$ cat src/rtl/mdu_pkg.sv
// Shared types and constants for the iterative multiply/divide unit.
package mdu_pkg;

  typedef enum logic [1:0] {
    StIdle = 2'd0,
    StRun  = 2'd1,
    StWb   = 2'd2
  } state_e;

  localparam logic OP_MULU = 1'b0;
  localparam logic OP_DIVU = 1'b1;

  localparam int unsigned OP_WIDTH_DEFAULT   = 16;
  localparam int unsigned REG_ADDR_W_DEFAULT = 3;

endpackage

$ cat src/rtl/mult_div_unit.sv
// Iterative unsigned multiply (shift-add) / divide (restoring) unit, one bit per cycle,
// writing its 2*OP_WIDTH result to a register file through a registered write port.
module mult_div_unit
  import mdu_pkg::*;
#(
  parameter int unsigned OP_WIDTH   = OP_WIDTH_DEFAULT,
  parameter int unsigned REG_ADDR_W = REG_ADDR_W_DEFAULT
) (
  input  logic                  clk,
  input  logic                  rst,
  input  logic                  start,
  input  logic                  op,
  input  logic [31:0]           operand_a,
  input  logic [31:0]           operand_b,
  input  logic [REG_ADDR_W-1:0] dest_reg,
  output logic                  busy,
  output logic                  reg_write,
  output logic [REG_ADDR_W-1:0] write_reg,
  output logic [31:0]           write_data,
  output logic                  div_by_zero
);

  localparam int unsigned ResW = 2 * OP_WIDTH;

  state_e                state_q, state_d;
  logic [4:0]            cnt_q, cnt_d;
  logic                  op_q, op_d;
  logic [REG_ADDR_W-1:0] dest_q, dest_d;
  // opnd holds the multiplicand (mul) or divisor (div); sr shifts the other operand.
  logic [OP_WIDTH-1:0]   opnd_q, opnd_d;
  logic [OP_WIDTH-1:0]   sr_q, sr_d;
  logic [ResW-1:0]       acc_q, acc_d;
  logic                  reg_write_q, reg_write_d;
  logic [REG_ADDR_W-1:0] write_reg_q, write_reg_d;
  logic [31:0]           write_data_q, write_data_d;
  logic                  div_by_zero_q, div_by_zero_d;

  logic [OP_WIDTH:0]     mul_sum;
  logic [ResW-1:0]       mul_acc;
  logic [OP_WIDTH:0]     div_sh;
  logic                  div_ok;
  logic [OP_WIDTH-1:0]   div_rem;
  logic                  unused_hi;

  assign unused_hi = ^{operand_a[31:OP_WIDTH], operand_b[31:OP_WIDTH]};

  // Multiply step: add multiplicand into the upper half, then shift the whole accumulator right.
  assign mul_sum = {1'b0, acc_q[ResW-1:OP_WIDTH]} + (sr_q[0] ? {1'b0, opnd_q} : '0);
  assign mul_acc = {mul_sum, acc_q[OP_WIDTH-1:1]};

  // Divide step: the partial remainder never exceeds the divisor, so the low bits of the
  // difference are exact whenever the trial subtraction succeeds.
  assign div_sh  = {acc_q[OP_WIDTH-1:0], sr_q[OP_WIDTH-1]};
  assign div_ok  = (div_sh >= {1'b0, opnd_q});
  assign div_rem = div_ok ? (div_sh[OP_WIDTH-1:0] - opnd_q) : div_sh[OP_WIDTH-1:0];

  always_comb begin
    state_d       = state_q;
    cnt_d         = cnt_q;
    op_d          = op_q;
    dest_d        = dest_q;
    opnd_d        = opnd_q;
    sr_d          = sr_q;
    acc_d         = acc_q;
    reg_write_d   = 1'b0;
    write_reg_d   = write_reg_q;
    write_data_d  = write_data_q;
    div_by_zero_d = div_by_zero_q;
    unique case (state_q)
      StIdle: begin
        if (start) begin
          state_d       = StRun;
          cnt_d         = '0;
          op_d          = op;
          dest_d        = dest_reg;
          opnd_d        = (op == OP_DIVU) ? operand_b[OP_WIDTH-1:0] : operand_a[OP_WIDTH-1:0];
          sr_d          = (op == OP_DIVU) ? operand_a[OP_WIDTH-1:0] : operand_b[OP_WIDTH-1:0];
          acc_d         = '0;
          div_by_zero_d = 1'b0;
        end
      end
      StRun: begin
        cnt_d = cnt_q + 5'd1;
        if (op_q == OP_MULU) begin
          acc_d = mul_acc;
          sr_d  = sr_q >> 1;
        end else begin
          acc_d = {{OP_WIDTH{1'b0}}, div_rem};
          sr_d  = {sr_q[OP_WIDTH-2:0], div_ok};
        end
        if (cnt_q == 5'(OP_WIDTH - 1)) begin
          state_d       = StWb;
          div_by_zero_d = (op_q == OP_DIVU) && (opnd_q == '0);
        end
      end
      StWb: begin
        // A zero divisor leaves the dividend in the remainder and all-ones in the quotient.
        state_d      = StIdle;
        reg_write_d  = 1'b1;
        write_reg_d  = dest_q;
        write_data_d = 32'((op_q == OP_DIVU) ? {acc_q[OP_WIDTH-1:0], sr_q} : acc_q);
      end
      default: state_d = StIdle;
    endcase
  end

  always_ff @(posedge clk or posedge rst) begin
    if (rst) begin
      state_q       <= StIdle;
      cnt_q         <= '0;
      op_q          <= OP_MULU;
      dest_q        <= '0;
      opnd_q        <= '0;
      sr_q          <= '0;
      acc_q         <= '0;
      reg_write_q   <= 1'b0;
      write_reg_q   <= '0;
      write_data_q  <= '0;
      div_by_zero_q <= 1'b0;
    end else begin
      state_q       <= state_d;
      cnt_q         <= cnt_d;
      op_q          <= op_d;
      dest_q        <= dest_d;
      opnd_q        <= opnd_d;
      sr_q          <= sr_d;
      acc_q         <= acc_d;
      reg_write_q   <= reg_write_d;
      write_reg_q   <= write_reg_d;
      write_data_q  <= write_data_d;
      div_by_zero_q <= div_by_zero_d;
    end
  end

  assign busy        = (state_q != StIdle);
  assign reg_write   = reg_write_q;
  assign write_reg   = write_reg_q;
  assign write_data  = write_data_q;
  assign div_by_zero = div_by_zero_q;

endmodule

$ cat config.mk
export PLATFORM = sky130hd
export DESIGN_NAME = mult_div_unit
export DESIGN_NICKNAME = d
export VERILOG_FILES = /design/src/rtl/mdu_pkg.sv /design/src/rtl/mult_div_unit.sv
export SDC_FILE = /design/constraint.sdc
export NUM_CORES = 1
export LEC_CHECK = 0
export ABC_CLOCK_PERIOD_IN_PS = 9890
export CAP_MARGIN = 20
export CORE_MARGIN = 5
export CORE_UTILIZATION = 50
export CTS_CLUSTER_DIAMETER = 80
export DETAILED_ROUTE_END_ITERATION = 8
export PLACE_DENSITY = 0.75
export REMOVE_ABC_BUFFERS = 1
export SLEW_MARGIN = 30
export SYNTH_ARGS = -nofsm -noshare
export SYNTH_HDL_FRONTEND = slang
export SYNTH_SLANG_ARGS = --single-unit
$ cat constraint.sdc
create_clock -name clk -period 9.89 [get_ports clk]
set_clock_uncertainty 0.1 [all_clocks]
set_input_delay 1.4835 -clock clk [delete_from_list [all_inputs] [get_ports clk]]
set_output_delay 1.4835 -clock clk [all_outputs]
set_load 0.01 [all_outputs]
---- Word level (Yosys, flattened, before mapping) ----
Index checks and enable logic that the tools add are counted.
storage, ports and cells
  register bits after elaboration ......... 112
  latch bits .............................. 0
  memory bits (writable) .................. 0
  memory bits (read-only) ................. 0
  input port bits ......................... 71
  output and inout port bits .............. 38
  logic and storage cells ................. 49
  memories kept ........................... 0
operators by class
  $add $sub $neg .......................... 3
  multiply operators ...................... 0
  divide/modulo/power cells ............... 0
  $lt $le $gt $ge ......................... 1
  equal/unequal tests ..................... 5
  shifts and indexed selects .............. 0
  multiplexer cells ....................... 20
  bitwise gates (word level) .............. 0
  reduce and logical (&&, ||, !) cells .... 9
operator list
  cell                   number
  $mux W16               6
  $mux W32               3
  $pmux W32 S2           1
  $pmux W16 S2           1
  $add A16 B16 Y17       1
  $ge A17 B16 Y1         1
  $logic_not A16 Y1      1
  $sub A16 B16 Y16       1
  $pmux W5 S2            1
  $reduce_and A2 Y1      3
  $add A5 B1 Y5 const B  1
  $eq A5 B4 Y1 const B   1
  $mux W5                1
  $mux W2                2
  $ne A2 B2 Y1 const B   2
  $pmux W2 S2            1
  $reduce_bool A2 Y1     2
  $mux W1                3
  $reduce_and A3 Y1      1
  $eq A2 B1 Y1 const B   1
  $eq A2 B2 Y1 const B   1
  $logic_not A2 Y1       1
  $pmux W1 S2            1
  $logic_and A1 B1 Y1    1

---- Logic depth before layout (Yosys ltp) ----
Gate-level depths: netlist of run 1.
  depth after elaboration ................. 4
  mapped depth ............................ 12
  depth with buffers taken out ............ 11

---- Worst setup path after synthesis of run 1 ----
No wires, ideal clock.
  path type ............................... input -> register
  from .................................... in op
  to ...................................... reg opnd_q[0]
  library setup time ...................... 0.134 ns
  arrival time ............................ 2.775 ns
  slack ................................... 6.880 ns
  cell stages on the path ................. 5
  path buffers ............................ 3
  cell sequence ........................... clkbuf_1 -> buf_2 -> buf_1 -> mux2i_1 -> o21ai_0
on the way
  cells in the longest elaborated chain, start to end .. 1
ends and longest elaborated chain
  what                    line                  source
  start: declaration      mult_div_unit.sv:12   input logic op,
  $mux W16                mult_div_unit.sv:76   opnd_d = (op == OP_DIVU) ? operand_b[OP_WIDTH-1:0] : operand_a[OP_WIDTH-1:0];
  end signal: assignment  mult_div_unit.sv:125  opnd_q <= opnd_d;
  end: declaration        mult_div_unit.sv:30   logic [OP_WIDTH-1:0] opnd_q, opnd_d;
Every way passes these cells.
A chain may end at the register's enable or synchronous reset.

---- Worst setup path after layout of run 1 ----
  from .................................... reg sr_q[0]
  to ...................................... reg acc_q[31]
on the way
  cells in the longest elaborated chain, start to end .. 4
ends and longest elaborated chain
  what                      line                  source
  start: declaration        mult_div_unit.sv:31   logic [OP_WIDTH-1:0] sr_q, sr_d;
  start signal: assignment  mult_div_unit.sv:126  sr_q <= sr_d;
  $mux W16                  mult_div_unit.sv:48   assign mul_sum = {1'b0, acc_q[ResW-1:OP_WIDTH]} + (sr_q[0] ? {1'b0, opnd_q} : '0);
  $add A16 B16 Y17          mult_div_unit.sv:48
  $mux W32                  mult_div_unit.sv:84   if (op_q == OP_MULU) begin
  $pmux W32 S2              mult_div_unit.sv:69   unique case (state_q)
  end signal: assignment    mult_div_unit.sv:115  acc_q <= '0;
  end signal: assignment    mult_div_unit.sv:127  acc_q <= acc_d;
  end: declaration          mult_div_unit.sv:32   logic [ResW-1:0] acc_q, acc_d;
Every way passes these cells.

==> impl_metrics.py, run 1 <==
metrics = {
    "route": {
        "drt_pre_antenna_iters": 5,
        "detail-route-antenna-nets": 0,
        "dr_total_vias": 6128,
        "route.detailed.wl_per_inst_um": 18.2,
        "vias_per_cell": 6.00,
        "routed_wirelength_um": 18600,
        "drt-initial-drc-count": 473,
        "detail_route.drc_violations": 0,
    },
    "clocking": {
        "clockRootBuffer": "sky130_fd_sc_hd__clkbuf_16",
        "clk_pin_slew_worst_paths_ns": 0.07,
        "cts_buffers": 9,
        "cts.htree.levels": 3,
        "clk_path_buf_depth": 2,
        "cts_tree": "built",
        "cts_resized": 0,
        "worst_skew_pair.late_latency_ns": 0.36,
        "clock_sinks": 112,
        "cts-hold-fix-buffers": 0,
        "cts_post_setup_buffers_inserted": 0,
    },
    "sta": {
        "rsz_0062_raised_after_global_routing": "no",
        "worst_slew_pin_slew_ns": 0.957,
        "final_cycle_utilization_of_the_critical_path_pct": 34.4,
        "setup_viol": 0,
        "worst_slew_margin_rel_pct": 36.2,
        "fin_ws_ns": 6.49,
        "period_needed_ns": 3.40,
        "totalNegativeSetupSlack_ns": 0,
        "final_hold_viol_count": 0,
        "fmax_mhz": 294,
        "timing_max_transition_violations_final": 0,
    },
    "synth": {
        "yosys_warnings": 0,
        "syn_avg_cell_area_um2": 8.91,
        "ys_types": 62,
        "main_synth_ff_type": "sky130_fd_sc_hd__dfrtp_1",
        "yosysSeqAreaShare_pct": 39.9,
        "synth_edf_count": 0,
        "synth_area_mm2": 0.00703,
        "syn_inst": 789,
        "register_bit_count_reported_by_yosys": 112,
        "synthArstFlopShare_pct": 100,
    },
    "layout": {
        "antenna_cells": 0,
        "drive_above_1_share_pct": 4.28,
        "final-seq-area_mm2": 0.00280,
        "area_of_the_multi_input_gates_mm2": 0.00395,
        "layout.core_utilization_pct": 59.2,
        "nNetsFinal": 946,
        "area_growth_pct": 16.5,
        "nFillCells": 1231,
    },
    "worst_setup_path": {
        "timing.critical_path.mode_cell": "sky130_fd_sc_hd__a21oi_1",
        "critical_path_buf_inv_count": 1,
        "worst_path_max_delay_cell": "sky130_fd_sc_hd__dfrtp_1",
        "cp_cell_sequence": "and2_1 -> ha_1 -> inv_1 -> fa_1 -> nor2b_1 -> o31ai_1 -> a21oi_1 -> a21oi_1 -> a211oi_1 -> a31oi_1 -> o21ai_0",
        "critical_path_class": "reg -> reg",
        "critPathCaptureType": "flip-flop",
        "cp_data_required_time_ns": 10.06,
        "crit_path_max_fanout": 19,
        "largest_delay_share_family_worst_path": "compound AO/OA/AOI/OAI gates",
        "critPathMaxStageDelay_ns": 0.68,
        "worstSetupStartpointType": "flip-flop",
        "worst-endpoint-arrival_ns": 3.57,
    },
    "grt": {
        "grt_antenna_before_repair": 0,
        "grt.overflow.total": 0,
        "first_global_vias": 6084,
        "grt_first_pass_wirelength_um": 31000,
        "grt_usage_pct": 23.4,
        "grt_max_degree": 69,
    },
    "floorplan": {
        "num_io_pins": 109,
        "start_util_pct": 50.8,
        "floorplan.die.height_um": 129,
        "core_mm2": 0.0138,
        "std_cell_rows": 43,
        "floorplan_die_area_mm2": 0.0165,
        "floorplan.die.width_um": 129,
    },
    "placement": {
        "place_congestion": 0.887,
        "dpl.hpwl_um": 13400,
        "numPortBuffers": 76,
        "dp_slack_ns": 6.17,
    },
    "status": {
        "outcome": "finished clean",
    },
    "hold_path": {
        "hp-class": "reg -> reg",
    },
    "pwr": {
        "total_power_w": 0.00280,
        "ir_drop_uv": 159,
        "total_leakage_power_nw": 3.69,
        "power_per_cell_area_mw_per_mm2": 341,
    },
    "job": {
        "cap_viol_max_count": 0,
    },
}
-- placed cells by master (no fill, tap or decap), drive strengths merged, types with 3 or more instances in the layout --
cell type and n:
nor2 40, nand2 126, o221ai 5, xor2 10, o21a 6, dfrtp 112, a211oi 11, mux2i 71
nand4 7, a211o 3, o41ai 4, a22o 3, nand2b 7, nand3 11, o21ai 102, a21o 5
or3 4, xnor2 10, o31ai 5, and2 18, inv 33, ha 34, o211ai 16, buf 8
nor2b 3, a22oi 18, clkdlybuf4s50 75, o21bai 3, and3 4, a21oi 28, nor3 7, a31oi 14
clkbuf 10
-- final cells by class --
| type | instances | area share (%) |
|---|---|---|
| clock buffer | 10 | 2.80 |
| clock inverter | 4 | 0.672 |
| inverter | 31 | 1.45 |
| multi-input combinational | 602 | 48.2 |
| sequential | 112 | 34.2 |
| tap | 180 | 2.75 |
| timing repair buffer | 83 | 9.87 |
-- metrics by stage --
step	instance area, um2	hold WS, ns	cells
6_report	8190	0.379	1022
5_1_grt	8190	0.401	1022
4_1_cts	8190	0.381	1022
3_5_place_dp	7900	0.362	1008
3_3_place_gp	7900	0.354	1008
2_1_floorplan	6850	0.339	745
-- layer usage --
| layer | wire, um | GRT usage (%) | up-vias |
|---|---|---|---|
| met3 | 1120 | 3.86 | 33 |
| li1 | - | - | 2950 |
| met4 | 440 | 7.97 | 0 |
| met5 | 0 | 0 | - |
| met2 | 8900 | 39.1 | 189 |
| met1 | 8160 | 31.1 | 2956 |
-- synthesized netlist by cell type, types with 4 or more instances --
cell                       instances  area [um2]
sky130_fd_sc_hd__nand2_1         125         469
sky130_fd_sc_hd__dfrtp_1         112        2800
sky130_fd_sc_hd__o21ai_0         100         500
sky130_fd_sc_hd__mux2i_1          71         711
sky130_fd_sc_hd__nor2_1           40         150
sky130_fd_sc_hd__clkbuf_1         35         131
sky130_fd_sc_hd__ha_1             34         425
sky130_fd_sc_hd__inv_1            31         116
sky130_fd_sc_hd__a21oi_1          28         140
sky130_fd_sc_hd__a22oi_1          18         135
sky130_fd_sc_hd__and2_1           17         106
sky130_fd_sc_hd__o211ai_1         16         120
sky130_fd_sc_hd__a31oi_1          14        87.6
sky130_fd_sc_hd__nand3_1          11        55.1
sky130_fd_sc_hd__a211oi_1         10        75.1
sky130_fd_sc_hd__xnor2_1          10        87.6
sky130_fd_sc_hd__xor2_1           10        87.6
sky130_fd_sc_hd__nand2b_1          7        43.8
sky130_fd_sc_hd__nand4_1           7        43.8
sky130_fd_sc_hd__nor3_1            7        35.0
sky130_fd_sc_hd__buf_1             6        22.5
sky130_fd_sc_hd__a21o_1            5        37.5
sky130_fd_sc_hd__o21a_1            5        37.5
sky130_fd_sc_hd__o221ai_1          5        43.8
sky130_fd_sc_hd__o31ai_1           5        37.5
sky130_fd_sc_hd__and3_1            4        25.0
sky130_fd_sc_hd__o41ai_1           4        35.0
-- kinds of logic (layout without fill, tap and decap cells) --
family	count (synthesis)	in the layout	synth area share (%)
AO/OA/AOI/OAI	241	241	21.8
XOR/XNOR	20	20	2.49
adder cells (fa/ha/maj)	36	36	6.62
buffers and inverters	75	128	4.15
flip-flops	112	112	39.9
multiplexers	71	71	10.1
AND/OR/NAND/NOR	234	234	15.0
-- worst register-to-register path, cell delays in order, from the launching register on --
cell                       delay (ns)
sky130_fd_sc_hd__dfrtp_1         0.68
sky130_fd_sc_hd__and2_1          0.21
sky130_fd_sc_hd__ha_1            0.20
sky130_fd_sc_hd__inv_1           0.07
sky130_fd_sc_hd__fa_1            0.40
sky130_fd_sc_hd__nor2b_1         0.19
sky130_fd_sc_hd__o31ai_1         0.13
sky130_fd_sc_hd__a21oi_1         0.36
sky130_fd_sc_hd__a21oi_1         0.19
sky130_fd_sc_hd__a211oi_1        0.46
sky130_fd_sc_hd__a31oi_1         0.15
sky130_fd_sc_hd__o21ai_0         0.17
-- final timing paths --
| path | from | endpoint | slack, ns | cells after the start |
|---|---|---|---|---|
| worst max-delay path | sr_q[0]$_DFFE_PP0P_ | acc_q[31]$_DFFE_PP0P_ | 6.49 | 11 |
| worst min-delay path | dest_q[0]$_DFFE_PP0P_ | write_reg[0]$_DFFE_PP0P_ | 0.38 | 2 |
| worst max register to register | sr_q[0]$_DFFE_PP0P_ | acc_q[31]$_DFFE_PP0P_ | 6.49 | 11 |
| worst min register to register | dest_q[0]$_DFFE_PP0P_ | write_reg[0]$_DFFE_PP0P_ | 0.38 | 2 |
| max in group asynchronous | rst | op_q$_DFFE_PP0P_ | 6.92 | 3 |
| min in group asynchronous | rst | reg_write$_DFF_PP0_ | 1.48 | 2 |
-- power breakdown --
part	internal, W	switching, W	total [W]
Clock	0.000196	0.000170	0.000366
Combinational	0.000686	0.000902	0.00159
Sequential	0.000631	0.000210	0.000840
No activity file was read; power rests on OpenSTA's default activity.
==> inputs of run 2 (changes only) <==
- ABC_CLOCK_PERIOD_IN_PS: 9890 -> 3050
- PLACE_DENSITY: 0.75 -> 0.78
- clock period: 9.89 -> 3.05 ns (I/O delays scaled with it)
==> run 2 against run 1 <==
  * Non-clock buffer count is 32 higher
  * Sequential cell count stayed put
  * Global-route usage shrank 0.15 points
  * Via count rose by 2.0%
  * Wire length is 0.99% higher
  * Final cell count increased by 3.3%
  * Clock power grew to 3.5 times the previous value
  * Die area unchanged
  * Power increased to 3.4 times the previous value
  * Sequential power grew to 3.1 times the previous value
  * Largest power group unchanged
  * Fmax grew 16%
==> impl_metrics.py, run 2 (synthesized netlist as in run 1, its figures left out) <==
metrics = {
    "grt": {
        "grt.overflow.total": 0,
        "grt_use_met1_pct": 32.4,
        "grt_antenna_before_repair": 0,
        "grt_max_degree": 49,
        "first_global_vias": 5986,
        "met2_routing_resource_usage_after_global_routing_pct": 37.1,
        "top_usage_layer": "met2",
        "grt_first_pass_wirelength_um": 30800,
        "grt_usage_pct": 23.3,
        "groute.layer.met3.usage_pct": 4.48,
    },
    "sta": {
        "timing.hold.ws_ns": 0.271,
        "fmax_mhz": 341,
        "final_cycle_utilization_of_the_critical_path_pct": 96.2,
        "worst_slew_pin_slew_ns": 0.745,
        "rsz_0062_raised_after_global_routing": "no",
        "worst_slew_margin_rel_pct": 50.3,
        "period_needed_ns": 2.93,
        "timing_max_transition_violations_final": 0,
        "setup_viol": 0,
        "final_hold_viol_count": 0,
    },
    "layout": {
        "final-seq-area_mm2": 0.00280,
        "drive_above_1_share_pct": 8.11,
        "area_growth_pct": 20.7,
        "finish.cell_count_without_fillers": 1056,
        "antenna_cells": 0,
        "area_of_the_multi_input_gates_mm2": 0.00395,
        "nNetsFinal": 978,
        "nFillCells": 1205,
        "most_common_cell_after_layout_fill_and_taps_aside": "sky130_fd_sc_hd__nand2_1",
        "layout_common_cells": "sky130_fd_sc_hd__nand2_1, sky130_fd_sc_hd__dfrtp_1, sky130_fd_sc_hd__o21ai_0, sky130_fd_sc_hd__clkdlybuf4s50_1, sky130_fd_sc_hd__mux2i_1",
        "final_area_mm2": 0.00848,
        "layout.core_utilization_pct": 61.4,
    },
    "placement": {
        "dpl.hpwl_um": 13900,
        "dpl-instance-area_mm2": 0.00816,
        "place.detailed.instances": 1040,
        "place_congestion": 1.00,
        "numPortBuffers": 76,
    },
    "pwr": {
        "power_per_cell_area_mw_per_mm2": 1110,
        "ir_drop_uv": 486,
        "total_leakage_power_nw": 3.86,
    },
    "job": {
        "cap_viol_max_count": 0,
    },
    "clocking": {
        "clk_path_buf_depth": 2,
        "worst_skew_pair.late_latency_ns": 0.36,
        "clk_pin_slew_worst_paths_ns": 0.08,
        "cts-hold-fix-buffers": 0,
        "cts_resized": 0,
        "clockRootBuffer": "sky130_fd_sc_hd__clkbuf_16",
        "cts_buffers": 9,
        "cts_post_setup_buffers_inserted": 0,
        "cts_tree": "built",
        "clock_sinks": 112,
        "cts.htree.levels": 3,
    },
    "worst_setup_path": {
        "r2r_start": "opnd_q[0]$_DFFE_PP0P_",
        "worst-endpoint-arrival_ns": 3.07,
        "crit_path_max_fanout": 3,
        "r2r_end": "acc_q[14]$_DFFE_PP0P_",
        "critical_path_class": "reg -> reg",
        "reg2reg_path_depth": 10,
        "critPathCaptureType": "flip-flop",
        "worstSetupStartpointType": "flip-flop",
        "cp_data_required_time_ns": 3.18,
        "reg2reg_setup_slack_ns": 0.12,
    },
    "status": {
        "outcome": "finished clean",
    },
    "route": {
        "drt-initial-drc-count": 602,
        "routed_wirelength_um": 18800,
        "detail_route.drc_violations": 0,
        "dr_total_vias": 6252,
        "detail-route-antenna-nets": 0,
        "route.detailed.wl_per_inst_um": 17.8,
        "drt_pre_antenna_iters": 6,
        "vias_per_cell": 5.92,
    },
    "floorplan": {
        "num_io_pins": 109,
        "floorplan.die.height_um": 129,
        "std_cell_rows": 43,
        "start_util_pct": 50.8,
        "floorplan.die.width_um": 129,
        "floorplan_die_area_mm2": 0.0165,
        "core_mm2": 0.0138,
    },
    "hold_path": {
        "hp-class": "in -> async",
    },
}
[run 2: cell types whose count changed in the layout (fill, tap and decap cells not counted), sizes merged]
cell      delta
clkbuf       -1
clkinv       +2
inv          -2
buf         +32
clkinvlp     +2
bufinv       +1
[run 2: how the worst max path moves through the flow]
stage	startpoint	end	depth (start not counted)
floorplan	op_q$_DFFE_PP0P_	acc_q[10]$_DFFE_PP0P_	4
global placement	sr_q[0]$_DFFE_PP0P_	acc_q[31]$_DFFE_PP0P_	11
detailed placement	sr_q[0]$_DFFE_PP0P_	acc_q[31]$_DFFE_PP0P_	11
CTS	sr_q[0]$_DFFE_PP0P_	acc_q[31]$_DFFE_PP0P_	11
global route	sr_q[0]$_DFFE_PP0P_	acc_q[30]$_DFFE_PP0P_	11
finish	opnd_q[0]$_DFFE_PP0P_	acc_q[14]$_DFFE_PP0P_	10
[run 2: layout make-up]
| type | instances | area share [%] |
|---|---|---|
| repair buffers | 115 | 12.5 |
| clock inverters | 7 | 1.14 |
| multi-input cells | 602 | 46.6 |
| clock buffers | 9 | 2.65 |
| inverters | 31 | 1.40 |
| well taps | 180 | 2.65 |
| flip-flops and latches | 112 | 33.0 |
[run 2: critical path, cell delays in order, from the launching register on]
cell and delay, ns:
sky130_fd_sc_hd__dfrtp_1 0.40, sky130_fd_sc_hd__buf_4 0.15, sky130_fd_sc_hd__ha_1 0.17, sky130_fd_sc_hd__inv_1 0.06
sky130_fd_sc_hd__fa_1 0.40, sky130_fd_sc_hd__a21oi_1 0.19, sky130_fd_sc_hd__o21ai_0 0.19, sky130_fd_sc_hd__a211oi_1 0.50
sky130_fd_sc_hd__o41a_1 0.22, sky130_fd_sc_hd__nor4b_1 0.31, sky130_fd_sc_hd__a21oi_1 0.12
[run 2: metal layers]
metal / part of all wire, % / vias to the layer above
met5: 0 / -
met4: 2.6 / 0
met3: 5.6 / 42
met2: 46 / 215
met1: 45 / 2981
li1: - / 3014
[run 2: metrics by stage]
stage	TNS (ns)	total power, W	setup WS [ns]
floorplan	-61.49	0.00627	-0.494
global placement	0	0.00794	0.223
detailed placement	0	0.00806	0.170
CTS	0	0.00938	0.118
global route	0	0.0101	0.0324
finish	0	0.00942	0.115
[run 2: power by group]
group	switching (W)	total [W]	internal (W)
sequential	0.000582	0.00263	0.00205
combinational	0.00309	0.00551	0.00242
clock	0.000563	0.00128	0.000720
